## config.mk

```make
export PLATFORM = sky130hd
export DESIGN_NAME = addr_to_cart
export DESIGN_NICKNAME = d
export VERILOG_FILES = /design/src/rtl/vga_pkg.sv /design/src/rtl/addr_to_cart_div5_12b.sv /design/src/rtl/addr_to_cart.sv
export SDC_FILE = /design/constraint.sdc
export NUM_CORES = 1
export LEC_CHECK = 0
export CORE_MARGIN = 2
export CORE_UTILIZATION = 40
export CTS_BUF_LIST = sky130_fd_sc_hd__clkbuf_4 sky130_fd_sc_hd__clkbuf_8
export DETAILED_ROUTE_END_ITERATION = 8
export MAX_ROUTING_LAYER = met4
export SLEW_MARGIN = 5
export SYNTH_ARGS = -nofsm -noshare
export SYNTH_HDL_FRONTEND = slang
export SYNTH_SLANG_ARGS = --single-unit
```

## constraint.sdc

```tcl
create_clock -name clock -period 12.7 [get_ports clock]
set_clock_uncertainty 0.2 [all_clocks]
set_input_delay 2.54 -clock clock [delete_from_list [all_inputs] [get_ports clock]]
set_output_delay 2.54 -clock clock [all_outputs]
set_load 0.005 [all_outputs]
```

## src/rtl/vga_pkg.sv

```systemverilog
// Shared raster constants and coordinate type for the VGA pixel pipeline.
// The 640-wide row is split as 5 * 128 so a column is {addr_hi mod 5, addr[6:0]}.
package vga_pkg;

    localparam int H_RES        = 640;
    localparam int V_RES        = 480;
    localparam int FRAME_PIXELS = H_RES * V_RES;
    localparam int ADDR_W       = 19;
    localparam int COORD_W      = 10;

    localparam int X_LO_W = 7;
    localparam int X_HI_W = ADDR_W - X_LO_W;

    // floor(q * 3277 / 2^14) equals q / 5 for every 12-bit q; the divider still fixes up the remainder.
    localparam int DIV5_RECIP = 3277;
    localparam int DIV5_SHIFT = 14;
    localparam int DIV5_PROD_W = 2 * X_HI_W;

    typedef struct packed {
        logic [COORD_W-1:0] x;
        logic [COORD_W-1:0] y;
    } coord_t;

endpackage

```

## src/rtl/addr_to_cart_div5_12b.sv

```systemverilog
// Combinational exact 12-bit unsigned divide-by-5 using a reciprocal multiply
// followed by a single-step remainder correction.
module div5_12b
    import vga_pkg::*;
(
    input  logic [X_HI_W-1:0]  i_dividend,
    output logic [COORD_W-1:0] o_quotient,
    output logic [2:0]         o_remainder
);

    logic [COORD_W-1:0] w_quotEst;
    logic [COORD_W-1:0] w_quot;
    logic [X_HI_W-1:0]  w_remWide;

    assign w_quotEst = COORD_W'((DIV5_PROD_W'(i_dividend) * DIV5_PROD_W'(DIV5_RECIP)) >> DIV5_SHIFT);

    always_comb begin
        w_quot    = w_quotEst;
        w_remWide = i_dividend - (X_HI_W'(w_quotEst) * X_HI_W'(5));
        // Guards against an under-estimated quotient so the result never depends on the reciprocal being perfect.
        if (w_remWide >= X_HI_W'(5)) begin
            w_quot    = w_quotEst + COORD_W'(1);
            w_remWide = w_remWide - X_HI_W'(5);
        end
    end

    assign o_quotient  = w_quot;
    assign o_remainder = 3'(w_remWide);

endmodule

```

## src/rtl/addr_to_cart.sv

```systemverilog
// Two-stage pipeline turning a linear 640x480 frame-buffer address into (x, y),
// with a valid strobe and an out-of-frame flag travelling alongside.
module addr_to_cart
    import vga_pkg::*;
(
    input  logic              clock,
    input  logic              resetn,
    input  logic              addr_valid,
    input  logic [ADDR_W-1:0] curAddress,
    output logic [COORD_W-1:0] curX,
    output logic [COORD_W-1:0] curY,
    output logic              coord_valid,
    output logic              out_of_range
);

    logic [X_LO_W-1:0]  r_lo7;
    logic [X_HI_W-1:0]  r_q;
    logic               r_oor1;
    logic               r_valid1;

    coord_t             r_coord;
    logic               r_oor2;
    logic               r_valid2;

    logic [COORD_W-1:0] w_quot;
    logic [2:0]         w_rem;

    // Stage 1 splits the address at bit 7; data registers load even on idle cycles.
    always_ff @(posedge clock or negedge resetn) begin
        if (!resetn) begin
            r_lo7    <= '0;
            r_q      <= '0;
            r_oor1   <= 1'b0;
            r_valid1 <= 1'b0;
        end else begin
            r_lo7    <= curAddress[X_LO_W-1:0];
            r_q      <= curAddress[ADDR_W-1:X_LO_W];
            r_oor1   <= (curAddress >= ADDR_W'(FRAME_PIXELS));
            r_valid1 <= addr_valid;
        end
    end

    div5_12b u_div5 (
        .i_dividend  (r_q),
        .o_quotient  (w_quot),
        .o_remainder (w_rem)
    );

    // Stage 2: remainder*128 + lo7 is a plain concatenation since lo7 < 128.
    always_ff @(posedge clock or negedge resetn) begin
        if (!resetn) begin
            r_coord  <= '0;
            r_oor2   <= 1'b0;
            r_valid2 <= 1'b0;
        end else begin
            r_coord.x <= {w_rem, r_lo7};
            r_coord.y <= w_quot;
            r_oor2    <= r_oor1;
            r_valid2  <= r_valid1;
        end
    end

    assign curX         = r_coord.x;
    assign curY         = r_coord.y;
    assign coord_valid  = r_valid2;
    assign out_of_range = r_oor2;

endmodule

```

==> results of run 1 <==
flip-flops by register name (all words and copies together) (netlist names):
| register | cells |
|---|---|
| r_oor1 | 1 |
| r_valid1 | 1 |
| out_of_range | 1 |
| r_lo7 | 7 |
| curX | 10 |
| r_q | 12 |
| coord_valid | 1 |
| curY | 10 |
layout by cell type, fill, tap and decap left out, drive strengths merged, types with 2 or more instances in the layout:
cell type / count
a21o: 8
a21oi: 17
and2: 4
and3: 4
and4: 2
clkbuf: 6
clkdlybuf4s50: 42
dfrtp: 43
fa: 46
ha: 109
inv: 113
nand2: 14
nand2b: 2
nand3: 6
nand3b: 3
nand4: 6
nand4b: 2
nor2: 13
nor2b: 5
nor3: 6
nor3b: 2
nor4b: 2
o21a: 5
o21ai: 12
o31ai: 3
xnor2: 29
xor2: 8
routing by layer:
layer	vias to the layer above	GRT usage	part of all wire
li1	1669	-	-
met1	1672	0.254	0.49
met2	84	0.281	0.46
met3	10	0.0264	0.044
met4	0	0.0249	0.011
met5	-	-	0
worst paths after layout:
check	cells after the start	endpoint	slack, ns
max	32	curY[8]	3.71
min reg2reg	0	out_of_range	0.15
max reg2reg	32	curY[8]	3.71
min	0	out_of_range	0.15
max in group asynchronous	1	curY[5]	9.54
min in group asynchronous	1	r_q[9]	2.18
layout make-up:
class,count,area [sq um]
clock buffer,6,82.6
clock inverter,2,38.8
fill,1136,6370
inverter,112,420
multi-input combinational,323,3410
sequential,43,1080
tap,147,184
timing repair buffer,43,425
metrics by stage:
stage	util	cell area (sq um)	hold WS [ns]	instances
2_1_floorplan	-	4930	0.131	481
3_3_place_gp	0.459	5520	0.133	668
3_5_place_dp	0.459	5520	0.136	668
4_1_cts	0.469	5640	0.156	676
5_1_grt	0.469	5640	0.162	676
6_report	0.469	5640	0.153	676
logic make-up (layout without fill, tap and decap cells):
family | after synthesis | in the layout
and+or+nand+nor | 72 | 72
buffers and inverters | 115 | 163
adders and majority gates | 155 | 155
xor gates and xnor gates | 37 | 37
AOI/OAI and AO/OA | 59 | 59
DFF | 43 | 43
==> key figures, run 1 <==
CTS
  – Cts bufs inserted: 5
  – CTS resizes: 0
  – Post-CTS setup repair buffer count: 0
  – Clk buf depth: 2
  – CTS Sinks: 43
  – Number of H-tree levels: 2
  – Clk root buf: clkbuf_8
  – Clock Latency Late Sink: 0.30 ns
  – CTS tree: yes
  – Post-CTS Hold Fix Bufs: 0
  – Clk slew on worst S/H paths: 0.08 ns

Yosys
  – Share of the synthesized area in the top cell type: 0.277
  – Commonest cells post-synth: 112 x inv_1, 109 x ha_1, 46 x fa_1
  – Complex-gate fraction of the synthesized area: 0.0841
  – Syn_nets: around 660
  – Syn Area/Cell: 10.2 sq um
  – Most common flop cell mapped by yosys: dfrtp_1
  – Number of synthesized flops with an enable pin: 0
  – Post-Synthesis Cells: ~480
  – Dominant cell type by area after synthesis: ha_1
  – Yosys Warn Count: 0
  – #FFs+latches synth: 43
  – Seq/Total Area, Yosys: 0.218
  – Synth cell types: 44
  – Count leader, synth: inv_1
  – Post-synthesis adder-cell area fraction: 0.464
  – Async SR Flop Fraction: 1.00
  – Post-Synth Simple-Gate Area: 0.0790
  – Post-synthesis mux area share: 0
  – Largest family of logic cells by synthesized area: adder cells
  – Xor/xnor cell area share of the yosys netlist: 0.0658
  – Cell Area, Synth: 4930 sq um
  – Synth area leaders: ha_1 28%, dfrtp_1 22%, fa_1 19%, inv_1 8.5%, xnor2_1 5.2%

Routing
  – Initial drt markers: around 140
  – Via Count: 3435
  – # DRC: 0
  – Drt total wl: 10300 microns
  – Routed Antenna Nets: 0
  – DRT Pass-1 Iters: 4
  – Wire per inst: 15.3 microns
  – Vias/cell: just over 5

Worst setup path
  – Max FO, Critical Path: 15
  – Buf+Inv Stages, Crit Path: 5
  – CP arrival: 8.96 ns
  – Worst stage delay on the critical path: 0.54 ns
  – CP Capture Type: register
  – Worst r2r src: r_q[7]
  – Critical path's slowest cell: fa_1
  – Crit path max-delay family: adder cells
  – Crit start category: register
  – CP startpoint: r_q[7]
  – Worst Path Required: roughly 13 ns
  – Critical path class: register to register

Place
  – Port bufs: 43
  – Gpl congestion: 0.899
  – Final HPWL DP: slightly below 9000 microns
  – Setup WS pre-CTS: 3.73 ns

Global routing
  – Grt ovf: 0
  – Largest net degree at the start of global routing: between 40 and 50
  – Antenna violations before repair: 0
  – First-pass GRT wire length: approximately 18000 microns
  – Total routing usage reported by global routing: 0.179
  – Number of global-route vias before repair: 3771

Layout
  – Final net count: between 700 and 800
  – Ant diodes: 0
  – Layout area overhead: 14.4%
  – Share of cells above drive strength 1: 0.0246

Min path
  – Worst Hold Class: register to register
  – Worst Min Path Start: r_oor1

STA
  – Worst-Margin Slew: 0.935 ns
  – RSZ-0062 raised after global routing: no
  – Setup-failing EPs final: 0
  – Hold Fails Final Rpt: 0
  – Fmax: 0.111 GHz
  – Period utilization: 0.708
  – Final Critical Period: about 9.0 ns
  – Max_slew headroom: 0.377
  – Setup TNS: 0 ns
  – Slew Limit Fails: 0
  – Final WS setup: ~3.7 ns

Floorplanning
  – Die Span Y: 115 microns
  – Placeable core area: 12000 sq um
  – Boundary Pins: between 40 and 50
  – Die area: 13200 sq um
  – Rows: 40
  – Initial core utilization: 0.410
  – Die width: around 110 microns

Outcome
  – Status: finished, final reports clean

Job
  – Maxcap violations: 0
Power of run 1 is not shown: default switching activity piles up to over one toggle a cycle in this logic, so the estimate is an artifact.
==> run 2: changes to the inputs <==
==> constraint.sdc (replaced) <==
create_clock -name clock -period 8.15 [get_ports clock]
set_clock_uncertainty 0.2 [all_clocks]
set_input_delay 1.63 -clock clock [delete_from_list [all_inputs] [get_ports clock]]
set_output_delay 1.63 -clock clock [all_outputs]
set_load 0.005 [all_outputs]
==> key figures, run 2 (synthesized netlist as in run 1, its figures left out) <==
Min path
  – Worst Hold Class: register to register (unchanged)
  – Hold endpoint: curX[2] (was out_of_range)
  – Worst Hold Depth: 0 (unchanged)
  – Worst Min Path Start: r_lo7[2] (was r_oor1)

STA
  – Worst-Margin Slew: 0.935 ns (about the same)
  – Max_slew headroom: 0.377 (about the same)
  – Final Critical Period: 7.80 ns (was 8.99 ns)
  – Setup-failing EPs final: 0 (unchanged)
  – Setup TNS: 0 ns (unchanged)
  – Period utilization: 0.957 (was 0.708)
  – Slew Limit Fails: 0 (unchanged)
  – Hold Fails Final Rpt: 0 (unchanged)
  – Fmax: 0.128 GHz (was 0.111 GHz)
  – Hold WS: 0.145 ns (was 0.153 ns)
  – RSZ-0062 raised after global routing: yes (was no)

Worst setup path
  – R2R Setup Slk: 0.35 ns (was 3.71 ns)
  – Critical path's slowest cell: fa_1 (unchanged)
  – CP Capture Type: register (unchanged)
  – Worst r2r src: r_q[6] (was r_q[7])
  – Worst Path Required: 8.13 ns (was 12.67 ns)
  – Crit Reg-Reg Endpoint: curY[6] (was curY[8])
  – Critical path class: register to register (unchanged)
  – Worst stage delay on the critical path: 0.52 ns (was 0.54 ns)
  – Crit start category: register (unchanged)
  – Worst R2R Path Depth: 34 (was 32)
  – Top cell by count, worst path: fa_1
  – CP arrival: 7.78 ns (was 8.96 ns)
  – Max FO, Critical Path: 8 (was 15)

Floorplanning
  – Boundary Pins: 44 (unchanged)
  – Rows: 40 (unchanged)
  – Die Span Y: 115 microns (unchanged)
  – Die area: 13200 sq um (unchanged)
  – Initial core utilization: 0.410 (unchanged)
  – Die width: 115 microns (unchanged)
  – Placeable core area: 12000 sq um (unchanged)

CTS
  – CTS Sinks: 43 (unchanged)
  – CTS tree: yes (unchanged)
  – Cts bufs inserted: 5 (unchanged)
  – Clock Latency Late Sink: 0.31 ns (was 0.30 ns)
  – Clk slew on worst S/H paths: 0.09 ns (was 0.08 ns)
  – Post-CTS Hold Fix Bufs: 0 (unchanged)
  – Clk buf depth: 2 (unchanged)
  – Clk root buf: clkbuf_8 (unchanged)
  – Number of H-tree levels: 2 (unchanged)

Layout
  – Leading cell type in the layout, fill and taps excluded: inv_1 (unchanged)
  – Ant diodes: 0 (unchanged)
  – Layout area overhead: 27.0% (was 14.4%)
  – Commonest non-fill, non-tap cells in the layout: 107 x inv_1, 92 x ha_1, 46 x fa_1, 42 x clkdlybuf4s50_1, 40 x dfrtp_1 (was 112 x inv_1, 109 x ha_1, 46 x fa_1, 43 x dfrtp_1, 42 x clkdlybuf4s50_1)
  – Largest reg by FF count: r_q (unchanged)
  – Max reg flops: 12 (unchanged)
  – Final core utilization: 0.521 (was 0.469)
  – Share of cells above drive strength 1: 0.174 (was 0.0246)
  – Final net count: 745 (was 705)

Global routing
  – Number of global-route vias before repair: 3769 (was 3771)
  – Total routing usage reported by global routing: 0.177 (was 0.179)
  – Grt ovf: 0 (unchanged)
  – First-pass GRT wire length: 17800 microns (was 18100 microns)
  – Antenna violations before repair: 0 (unchanged)
  – Largest net degree at the start of global routing: 44 (unchanged)

Place
  – Port bufs: 43 (unchanged)
  – Final HPWL DP: 8940 microns (was 8730 microns)
  – Gpl congestion: 0.943 (was 0.899)

Routing
  – Vias/cell: 4.96 (was 5.08)
  – WL met3: 283 microns (was 459 microns)
  – Initial drt markers: 92 (was 144)
  – Met1 wire length: 5390 microns (was 5060 microns)
  – # DRC: 0 (unchanged)
  – Wire per inst: 15.1 microns (was 15.3 microns)
  – Via Count: 3548 (was 3435)
  – DR top layer: met4 (unchanged)
  – Routed Antenna Nets: 0 (unchanged)
  – DRT Pass-1 Iters: 4 (unchanged)
  – Drt total wl: 10800 microns (was 10300 microns)
  – DR WL met2: 5090 microns (was 4710 microns)

Outcome
  – Status: finished, final reports clean (unchanged)

Job
  – Maxcap violations: 0 (unchanged)
==> run 2: changes by cell type in the layout (fill, tap and decap cells not counted), sizes merged <==
cell | before | now
clkinvlp | 0 | 1
buf | 1 | 40
==> run 2: worst max path at each step <==
stage                      start       to  cells past startpoint
after global placement    r_q[2]  curX[9]                     35
after CTS                 r_q[2]  curX[9]                     36
after detailed placement  r_q[2]  curX[9]                     36
final                     r_q[6]  curY[6]                     34
after floorplan           r_q[6]  curY[8]                     35
after global routing      r_q[6]  curY[8]                     36
==> run 2: stage by stage <==
stage                     area [sq um]  instances  setup WS [ns]
final                             6260        716          0.351
after global routing              6260        716        -0.0323
after CTS                         5940        713         0.0329
after detailed placement          5800        704        -0.0880
after global placement            5800        704         0.0943
after floorplan                   4930        481         0.0650
==> run 2: repair_timing <==
action,4_1_cts,5_1_grt
gates cloned,0,1
gates resized for setup,4,46
hold endpoints to repair,0,0
setup endpoints to repair,12,13
pin swaps,0,42
buffers inserted,1,2
==> run 2: layer usage <==
layer / global-route usage / up-vias
met2: 0.284 / 60
met3: 0.0274 / 10
li1: - / 1742
met5: - / -
met1: 0.242 / 1736
met4: 0.0273 / 0
==> run 2: final cells by class <==
class,count,area (sq um)
fillers,1099,5750
multi-input cells,323,3700
flip-flops and latches,43,1080
repair buffers,83,759
inverters,112,420
well taps,147,184
clock buffers,5,68.8
clock inverters,3,46.3
==> run 2: critical path, delay by kind of cell, from the launching register on <==
family	cells	cell delay [ns]
buffers and inverters	8	0.68
DFF	1	0.42
and+or+nand+nor	5	0.50
AOI/OAI and AO/OA	10	2.02
adders and majority gates	9	3.53
xor gates and xnor gates	2	0.31
Power of run 2 is left out for the same reason.
==> run 3: changes to the inputs <==
--- a/config.mk
+++ b/config.mk
@@ -10,6 +10,7 @@
 export CTS_BUF_LIST = sky130_fd_sc_hd__clkbuf_4 sky130_fd_sc_hd__clkbuf_8
 export DETAILED_ROUTE_END_ITERATION = 8
 export MAX_ROUTING_LAYER = met4
+export PLACE_DENSITY = 0.67
 export SLEW_MARGIN = 5
 export SYNTH_ARGS = -nofsm -noshare
 export SYNTH_HDL_FRONTEND = slang
==> key figures, run 3 (synthesized netlist as in run 1, its figures left out) <==
Floorplanning
  – Die area: 13200 sq um (unchanged)
  – Boundary Pins: 44 (unchanged)
  – Initial core utilization: 0.410 (unchanged)
  – Placeable core area: 12000 sq um (unchanged)
  – Die width: 115 microns (unchanged)
  – Rows: 40 (unchanged)
  – Die Span Y: 115 microns (unchanged)

Worst setup path
  – Critical path's slowest cell: fa_1 (unchanged)
  – Worst Path Required: 8.16 ns (was 8.13 ns)
  – Worst R2R Path Depth: 35 (was 34)
  – R2R Setup Slk: 0.27 ns (was 0.35 ns)
  – Worst stage delay on the critical path: 0.55 ns (was 0.52 ns)
  – CP Capture Type: register (unchanged)
  – Max FO, Critical Path: 8 (unchanged)
  – CP arrival: 7.89 ns (was 7.78 ns)
  – Worst r2r src: r_q[3] (was r_q[6])
  – Crit Reg-Reg Endpoint: curY[3] (was curY[6])
  – Crit start category: register (unchanged)
  – Critical path class: register to register (unchanged)

Min path
  – Hold endpoint: curX[0] (was curX[2])
  – Worst Hold Class: register to register (unchanged)
  – Worst Min Path Start: r_lo7[0] (was r_lo7[2])
  – Worst Hold Depth: 0 (unchanged)

CTS
  – Clk slew on worst S/H paths: 0.09 ns (about the same)
  – Clk buf depth: 2 (unchanged)
  – CTS Sinks: 43 (unchanged)
  – CTS tree: yes (unchanged)
  – Clock Latency Late Sink: 0.30 ns (was 0.31 ns)
  – Clk root buf: clkbuf_8 (unchanged)
  – Number of H-tree levels: 2 (unchanged)
  – Cts bufs inserted: 5 (unchanged)
  – Post-CTS Hold Fix Bufs: 0 (unchanged)

Global routing
  – Grt met1 use: 0.230 (was 0.242)
  – Largest net degree at the start of global routing: 44 (unchanged)
  – First-pass GRT wire length: 18200 microns (was 17800 microns)
  – Number of global-route vias before repair: 3903 (was 3769)
  – Antenna violations before repair: 0 (unchanged)
  – GRT busiest layer: met2 (unchanged)
  – Grt ovf: 0 (unchanged)
  – Met2 GRT Util: 0.304 (was 0.284)
  – Met3 Use GR: 0.0332 (was 0.0274)
  – Total routing usage reported by global routing: 0.180 (was 0.177)

Routing
  – Drt total wl: 10600 microns (was 10800 microns)
  – Wire per inst: 14.8 microns (was 15.1 microns)
  – # DRC: 0 (unchanged)
  – Initial drt markers: 140 (was 92)
  – DRT Pass-1 Iters: 4 (unchanged)
  – Via Count: 3567 (was 3548)
  – Vias/cell: 4.97 (was 4.96)
  – Routed Antenna Nets: 0 (unchanged)

STA
  – Worst-Margin Slew: 0.953 ns (was 0.935 ns)
  – Hold Fails Final Rpt: 0 (unchanged)
  – Max_slew headroom: 0.365 (was 0.377)
  – Fmax: 0.127 GHz (was 0.128 GHz)
  – Hold WS: 0.148 ns (was 0.145 ns)
  – Setup TNS: 0 ns (unchanged)
  – Setup-failing EPs final: 0 (unchanged)
  – Slew Limit Fails: 0 (unchanged)
  – Final Critical Period: 7.88 ns (was 7.80 ns)
  – Period utilization: 0.967 (was 0.957)

Layout
  – Commonest non-fill, non-tap cells in the layout: 109 x inv_1, 100 x ha_1, 46 x fa_1, 42 x clkdlybuf4s50_1, 41 x buf_4 (was 107 x inv_1, 92 x ha_1, 46 x fa_1, 42 x clkdlybuf4s50_1, 40 x dfrtp_1)
  – Share of cells above drive strength 1: 0.159 (was 0.174)
  – Final net count: 747 (was 745)
  – Leading cell type in the layout, fill and taps excluded: inv_1 (unchanged)
  – Largest reg by FF count: r_q (unchanged)
  – Finished Layout Cells: 718 (was 716)
  – Ant diodes: 0 (unchanged)
  – Max reg flops: 12 (unchanged)
  – Layout area overhead: 25.4% (was 27.0%)
  – Final core utilization: 0.514 (was 0.521)

Outcome
  – Status: finished, final reports clean (unchanged)

Job
  – Maxcap violations: 0 (unchanged)

Place
  – Final HPWL DP: 8710 microns (was 8940 microns)
  – Port bufs: 43 (unchanged)
  – Gpl congestion: 0.913 (was 0.943)
  – Dpl cells: 701 (was 704)
run 3: layout make-up:
cell class	count	area, sq um
clock buffers	5	68.8
fillers	1047	5830
clock inverters	3	46.3
flip-flops and latches	43	1080
well taps	147	184
multi-input cells	324	3650
inverters	112	420
repair buffers	84	733
run 3: per-stage QoR:
step | worst slack, ns | instance area, sq um
after global routing | -0.112 | 6180
after floorplan | 0.0650 | 4930
after detailed placement | -0.205 | 5770
final | 0.272 | 6180
after CTS | 0.00227 | 5900
after global placement | 0.00647 | 5770
run 3: layer usage:
metal | share of wire | routed length, microns
met1 | 0.46 | 4850
met2 | 0.50 | 5340
met3 | 0.032 | 341
met4 | 0.010 | 109
met5 | 0 | 0
run 3: how the worst max path moves through the flow:
stage	start	end	cells after the start
floorplan	r_q[6]	curY[8]	35
global placement	r_q[2]	curY[3]	35
detailed placement	r_q[2]	curY[3]	35
CTS	r_q[2]	curX[9]	34
global route	r_q[3]	curY[4]	35
finish	r_q[3]	curY[3]	35
run 3: critical path, delay by kind of cell (launching register included):
kind | cells | cell delay (ns)
flip-flops | 1 | 0.42
AO/OA/AOI/OAI | 10 | 1.88
XOR/XNOR | 4 | 0.68
buffers and inverters | 6 | 0.47
adder cells (fa/ha/maj) | 9 | 3.33
AND/OR/NAND/NOR | 6 | 0.81
run 3: timing repair:
item	4_1_cts	5_1_grt
resized for setup	3	40
setup endpoints to repair	13	13
setup buffers	0	8
cloned	1	0
pin swaps	2	33
Power of run 3 is left out for the same reason.
